==> src/rtl/ap_txn_profiler.sv <==
// Transaction profiler for a non-dataflow HLS top: watches the block-level handshake and the
// one-hot FSM, and queues one {id, latency, iterations, worst iteration} record per transaction.
`timescale 1ns/1ps
module ap_txn_profiler #(
  parameter int NSTATE     = 85,
  parameter int ITER_START = 1,
  parameter int ITER_END   = 84,
  parameter int CW         = 32,
  parameter int DEPTH      = 4
) (
  input  logic              ap_clk,
  input  logic              ap_rst_n,
  input  logic              ap_start,
  input  logic              ap_ready,
  input  logic              ap_done,
  input  logic              ap_continue,
  input  logic [NSTATE-1:0] cur_state,
  output logic              rec_valid,
  input  logic              rec_ready,
  output logic [15:0]       rec_id,
  output logic [CW-1:0]     rec_latency,
  output logic [CW-1:0]     rec_iters,
  output logic [CW-1:0]     rec_max_iter,
  output logic [15:0]       drop_cnt,
  output logic              overflow,
  output logic              proto_err
);
  localparam int AW   = (DEPTH > 1) ? $clog2(DEPTH) : 1;
  localparam int CNTW = AW + 1;
  localparam int RW   = 16 + 3 * CW;
  localparam logic [CW-1:0] CMAX = '1;

  typedef enum logic {S_IDLE, S_RUN} state_t;

  function automatic logic [CW-1:0] sat_inc(input logic [CW-1:0] v);
    return (v == CMAX) ? v : v + CW'(1);
  endfunction

  // ap_ready and the non-loop state bits are deliberately ignored.
  logic w_unused;
  assign w_unused = ^{ap_ready, cur_state};

  // Asynchronous assertion, deassertion re-timed onto ap_clk.
  logic [1:0] r_rst_sync;
  logic       w_rst_n;
  always_ff @(posedge ap_clk or negedge ap_rst_n) begin
    if (!ap_rst_n) r_rst_sync <= 2'b00;
    else           r_rst_sync <= {r_rst_sync[0], 1'b1};
  end
  assign w_rst_n = r_rst_sync[1];

  state_t r_state, w_state_next;
  logic   w_start, w_complete, w_proto;

  always_ff @(posedge ap_clk or negedge w_rst_n) begin
    if (!w_rst_n) r_state <= S_IDLE;
    else          r_state <= w_state_next;
  end

  always_comb begin
    w_state_next = r_state;
    w_start      = 1'b0;
    w_complete   = 1'b0;
    w_proto      = 1'b0;
    case (r_state)
      S_IDLE: begin
        w_proto = ap_done;
        if (ap_start) begin
          w_start      = 1'b1;
          w_state_next = S_RUN;
        end
      end
      S_RUN: begin
        if (ap_done && ap_continue) begin
          w_complete   = 1'b1;
          w_state_next = S_IDLE;
        end
      end
      default: w_state_next = S_IDLE;
    endcase
  end

  logic          w_start_bit, w_end_bit, r_prev_start, r_prev_end;
  logic          w_iter_open_evt, w_iter_close_evt, w_fold;
  logic [CW-1:0] r_lat_cnt, r_iters, r_max_iter, r_iter_cyc;
  logic          r_iter_open, r_proto_err;
  logic [15:0]   r_txn_id;

  assign w_start_bit      = cur_state[ITER_START];
  assign w_end_bit        = cur_state[ITER_END];
  assign w_iter_open_evt  = (r_state == S_RUN) && w_start_bit && !r_prev_start;
  assign w_iter_close_evt = (r_state == S_RUN) && r_iter_open && r_prev_end && !w_end_bit;
  // A new entry while an iteration is still open closes that iteration first.
  assign w_fold           = w_iter_close_evt || (w_iter_open_evt && r_iter_open);

  always_ff @(posedge ap_clk or negedge w_rst_n) begin
    if (!w_rst_n) begin
      r_prev_start <= 1'b0;
      r_prev_end   <= 1'b0;
      r_lat_cnt    <= '0;
      r_iters      <= '0;
      r_max_iter   <= '0;
      r_iter_cyc   <= '0;
      r_iter_open  <= 1'b0;
      r_txn_id     <= '0;
      r_proto_err  <= 1'b0;
    end else begin
      r_prev_start <= w_start_bit;
      r_prev_end   <= w_end_bit;
      if (w_start) begin
        r_lat_cnt   <= CW'(1);
        r_iters     <= '0;
        r_max_iter  <= '0;
        r_iter_cyc  <= '0;
        r_iter_open <= 1'b0;
      end else if (r_state == S_RUN) begin
        r_lat_cnt <= sat_inc(r_lat_cnt);
        if (w_fold && (r_iter_cyc > r_max_iter)) r_max_iter <= r_iter_cyc;
        if (w_iter_open_evt) begin
          r_iters     <= sat_inc(r_iters);
          r_iter_open <= 1'b1;
          r_iter_cyc  <= CW'(1);
        end else if (w_iter_close_evt) begin
          r_iter_open <= 1'b0;
        end else if (r_iter_open) begin
          r_iter_cyc <= sat_inc(r_iter_cyc);
        end
      end
      if (w_complete) r_txn_id <= r_txn_id + 16'd1;
      if (w_proto)    r_proto_err <= 1'b1;
    end
  end

  // Record FIFO; the output register is loaded with the entry that will be the head next cycle.
  logic [RW-1:0]   r_mem [DEPTH];
  logic [RW-1:0]   w_rec_din, w_head_next, r_rec_data;
  logic [AW-1:0]   r_wr_ptr, r_rd_ptr, w_rd_ptr_next;
  logic [CNTW-1:0] r_count, w_count_next;
  logic            w_full, w_pop, w_push, w_drop, r_rec_valid, r_overflow;
  logic [15:0]     r_drop_cnt;

  assign w_rec_din     = {r_txn_id, sat_inc(r_lat_cnt), r_iters, r_max_iter};
  assign w_full        = (r_count == CNTW'(DEPTH));
  assign w_pop         = r_rec_valid && rec_ready;
  assign w_push        = w_complete && (!w_full || w_pop);
  assign w_drop        = w_complete && w_full && !w_pop;
  assign w_rd_ptr_next = r_rd_ptr + AW'(w_pop);
  assign w_count_next  = r_count + CNTW'(w_push) - CNTW'(w_pop);
  assign w_head_next   = (w_push && (r_wr_ptr == w_rd_ptr_next)) ? w_rec_din : r_mem[w_rd_ptr_next];

  always_ff @(posedge ap_clk) begin
    if (w_push) r_mem[r_wr_ptr] <= w_rec_din;
  end

  always_ff @(posedge ap_clk or negedge w_rst_n) begin
    if (!w_rst_n) begin
      r_wr_ptr    <= '0;
      r_rd_ptr    <= '0;
      r_count     <= '0;
      r_rec_valid <= 1'b0;
      r_rec_data  <= '0;
      r_drop_cnt  <= '0;
      r_overflow  <= 1'b0;
    end else begin
      if (w_push) r_wr_ptr <= r_wr_ptr + AW'(1);
      r_rd_ptr    <= w_rd_ptr_next;
      r_count     <= w_count_next;
      r_rec_valid <= (w_count_next != '0);
      if (w_count_next != '0) r_rec_data <= w_head_next;
      if (w_drop) begin
        if (r_drop_cnt != 16'hFFFF) r_drop_cnt <= r_drop_cnt + 16'd1;
        r_overflow <= 1'b1;
      end
    end
  end

  assign rec_valid = r_rec_valid;
  assign {rec_id, rec_latency, rec_iters, rec_max_iter} = r_rec_data;
  assign drop_cnt  = r_drop_cnt;
  assign overflow  = r_overflow;
  assign proto_err = r_proto_err;
endmodule
==> config.mk <==
export PLATFORM = sky130hd
export DESIGN_NAME = ap_txn_profiler
export DESIGN_NICKNAME = d
export VERILOG_FILES = /design/src/rtl/ap_txn_profiler.sv
export SDC_FILE = /design/constraint.sdc
export NUM_CORES = 1
export LEC_CHECK = 0
export BUFFER_PORTS_ARGS = -buffer_cell sky130_fd_sc_hd__buf_2
export CAP_MARGIN = 0
export CORE_AREA = 5 5 281 283
export CTS_CLUSTER_DIAMETER = 80
export DETAILED_ROUTE_END_ITERATION = 16
export DIE_AREA = 0 0 286 288
export GPL_TIMING_DRIVEN = 0
export PLACE_DENSITY_LB_ADDON = 0.3
export SYNTH_ARGS = -nofsm -noshare
export SYNTH_HDL_FRONTEND = slang
export SYNTH_SLANG_ARGS = --single-unit
==> constraint.sdc <==
create_clock -name ap_clk -period 8.7 [get_ports ap_clk]
set_clock_uncertainty 0.05 [all_clocks]
set_input_delay 1.74 -clock ap_clk [delete_from_list [all_inputs] [get_ports ap_clk]]
set_output_delay 1.74 -clock ap_clk [all_outputs]
set_load 0.005 [all_outputs]
==> flow_summary.json <==
{
  "irDropWorstVdd_mv": 0.166,
  "synthFlopType": "edfxtp_1",
  "ff2ff_path_depth": 16,
  "synthTopCellsByArea": "edfxtp_1 44%, dfrtp_1 23%, mux4_2 8.2%",
  "synth_top_area_frac": 0.436,
  "layoutNonFillerInstCount": 3486,
  "clkTransAtPathRegs_ns": 0.06,
  "syn_avg_cell_area_um2": 14.0,
  "syn-num-nets": 2342,
  "grt_max_degree": 66,
  "p_leak_nw": 13.5,
  "status": "finished, final reports clean",
  "htreeDepth": 3,
  "clk_path_buf_depth": 3,
  "start_util": 0.404,
  "rr_endpoint": "r_rec_data[104]",
  "num_vias": 19400,
  "arrival_ns": 6.18,
  "dp_hpwl_um": 49400,
  "root_buffer": "clkbuf_16",
  "cts_tree": "done",
  "final-hold-violation-count": 0,
  "cts_sinks": 736,
  "crit_fanout": 10,
  "critPathKind": "input pin to flop",
  "first_global_vias": 19800,
  "multi_input_area_um2": 9520,
  "cts_made_buffers": 77,
  "first_pass_iters": 5,
  "synthesis.area_um2": 30900,
  "drc": 0,
  "numPlacedInstances": 3344,
  "cp.buffers_inverters": 6,
  "die_w_um": 286,
  "cp_slowest_cell": "a21oi_1",
  "timing.fmax_mhz": 173,
  "cp_cell_sequence": "buf_2 > nand3_1 > a21oi_1 > inv_1 > ha_1 > inv_1 > ha_1 > fa_1 > xnor2_1 > xnor2_1 > nor3_2 > inv_1 > clkbuf_1 > clkbuf_1 > nor2_1 > a31oi_1",
  "grt_remaining_overflow": 0,
  "ys_types": 70,
  "first_iter_violations": 1595,
  "drive_gt1_frac": 0.176,
  "crit_family": "buffers and inverters",
  "synth_edf_count": 448,
  "final_common_cell": "edfxtp_1",
  "rows": 102,
  "nFillCells": 6655,
  "grt_setup_unrepaired": "false",
  "cpMostUsedCell": "inv_1",
  "async_flop_share": 0.391,
  "layout_common_cells": "448 x edfxtp_1, 287 x dfrtp_1, 257 x nand2_1, 186 x nor2_1, 151 x buf_2",
  "post_cts_resized": 0,
  "tightest_slew_ns": 1.25,
  "min_path_type": "flop to asynchronous set/reset pin",
  "cts_setup_buffers": 0,
  "seq_area_um2": 20700,
  "finalCritPeriodShare": 0.664,
  "power.total_mw": 11.6,
  "synthToLayoutAreaGrowth_pct": 15.7,
  "post_drt_wl_per_cell_um": 21.7,
  "die_y_um": 288,
  "ant_nets": 0,
  "yosys.area.top_type": "edfxtp_1",
  "max_stage_delay_ns": 0.66,
  "gp_congestion": 0.840,
  "ctsHoldBuffers": 0,
  "clock_latency_ns": 0.61,
  "final_nets": 2572,
  "slew_viol_final": 0,
  "finalWirelength_um": 75700,
  "required_ns": 9.10,
  "grt_use_total": 0.183,
  "end_kind": "flop",
  "finalSetupViolations": 0,
  "grt_pass1_wl_um": 118000,
  "viasPerCell": 5.55,
  "antenna_found_initial": 5,
  "powerDensity_nw_per_um2": 324,
  "r2r_start": "r_state",
  "port_buffers": 138,
  "ys_ff_latch": 736,
  "maxSlewHeadroom": 0.167,
  "yosysWarningCount": 0,
  "period_needed_ns": 5.78,
  "whs_ns": 0.228,
  "design.die.area_um2": 82400,
  "core-area_um2": 76400,
  "seq_area_frac_synth": 0.669,
  "startpoint_type": "input pin",
  "syn_inst": 2205,
  "worst-r2r-setup-slack_ns": 3.55,
  "max-cap-violations": 0,
  "ios": 223
}
[flip-flops by register name (all words and copies together), names as in the netlist, 2 cells and up]
register,cells
r_count,3
r_txn_id,16
r_rd_ptr,2
r_rec_data,112
r_iters,32
drop_cnt,16
r_max_iter,32
r_mem,448
r_iter_cyc,32
r_rst_sync,2
r_lat_cnt,32
r_wr_ptr,2
[cell type report]
cell class,count,area share
buffer,112,0.0125
multi-input combinational,1284,0.266
timing repair buffer,151,0.0291
clock buffer,106,0.0613
sequential,736,0.578
antenna,2,0.000140
tap,988,0.0346
clock inverter,34,0.00994
inverter,73,0.00767
[worst max path at each step]
stage,slack (ns),endpoint,cells after the start,start
2_1_floorplan,0.03,drop_cnt[0],0,r_rst_sync[1]
3_3_place_gp,-4.53,r_rec_data[95],0,r_rst_sync[1]
3_5_place_dp,2.25,r_rec_data[104],16,ap_done
4_1_cts,2.90,r_rec_data[104],16,ap_done
5_1_grt,2.53,r_rec_data[104],16,ap_done
6_report,2.92,r_rec_data[104],16,ap_done
[cells by family after synthesis]
| group | Yosys count | synth area share |
|---|---|---|
| AOI/OAI and AO/OA | 290 | 0.0615 |
| adders and majority gates | 45 | 0.0185 |
| muxes | 154 | 0.0961 |
| and+or+nand+nor | 709 | 0.108 |
| xor gates and xnor gates | 85 | 0.0241 |
| other | 1 | 0.000121 |
| DFF | 736 | 0.669 |
| buffers and inverters | 185 | 0.0234 |
[stage by stage]
step                      setup TNS, ns  instance area (µm²)   util  setup WS [ns]
after global placement         -1282.76                32800  0.429          -4.53
after floorplan                       0                30900      -         0.0293
final                                 0                35700  0.467           2.92
after CTS                             0                35700  0.467           2.90
after global routing                  0                35700  0.467           2.53
after detailed placement              0                33200  0.434           2.25
[synth_stat cells, types with 13 or more instances]
cell type	instances
clkbuf_1	83
nor2_1	186
nand4_1	39
and3_1	23
mux2i_1	22
a22o_1	26
o21ai_0	45
nor3_1	38
ha_1	44
buf_1	14
dfrtp_1	288
a21oi_1	70
a31oi_1	87
mux4_2	112
nand2_1	257
nor4_1	19
buf_2	13
or3_1	23
edfxtp_1	448
xnor2_1	68
mux2_2	17
xor2_1	17
nand3_1	48
inv_1	73
[power by group]
part           switching [mW]  total (mW)  internal [mW]
logic                    2.07        3.64           1.56
registers               0.344        4.64           4.29
clock network            1.34        3.31           1.97
[per-layer routing]
layer	share of wire	track usage
met1	0.43	0.252
met2	0.48	0.301
met3	0.064	0.0375
met4	0.025	0.0474
met5	0.00017	0
(Power assumes the default switching activity.)
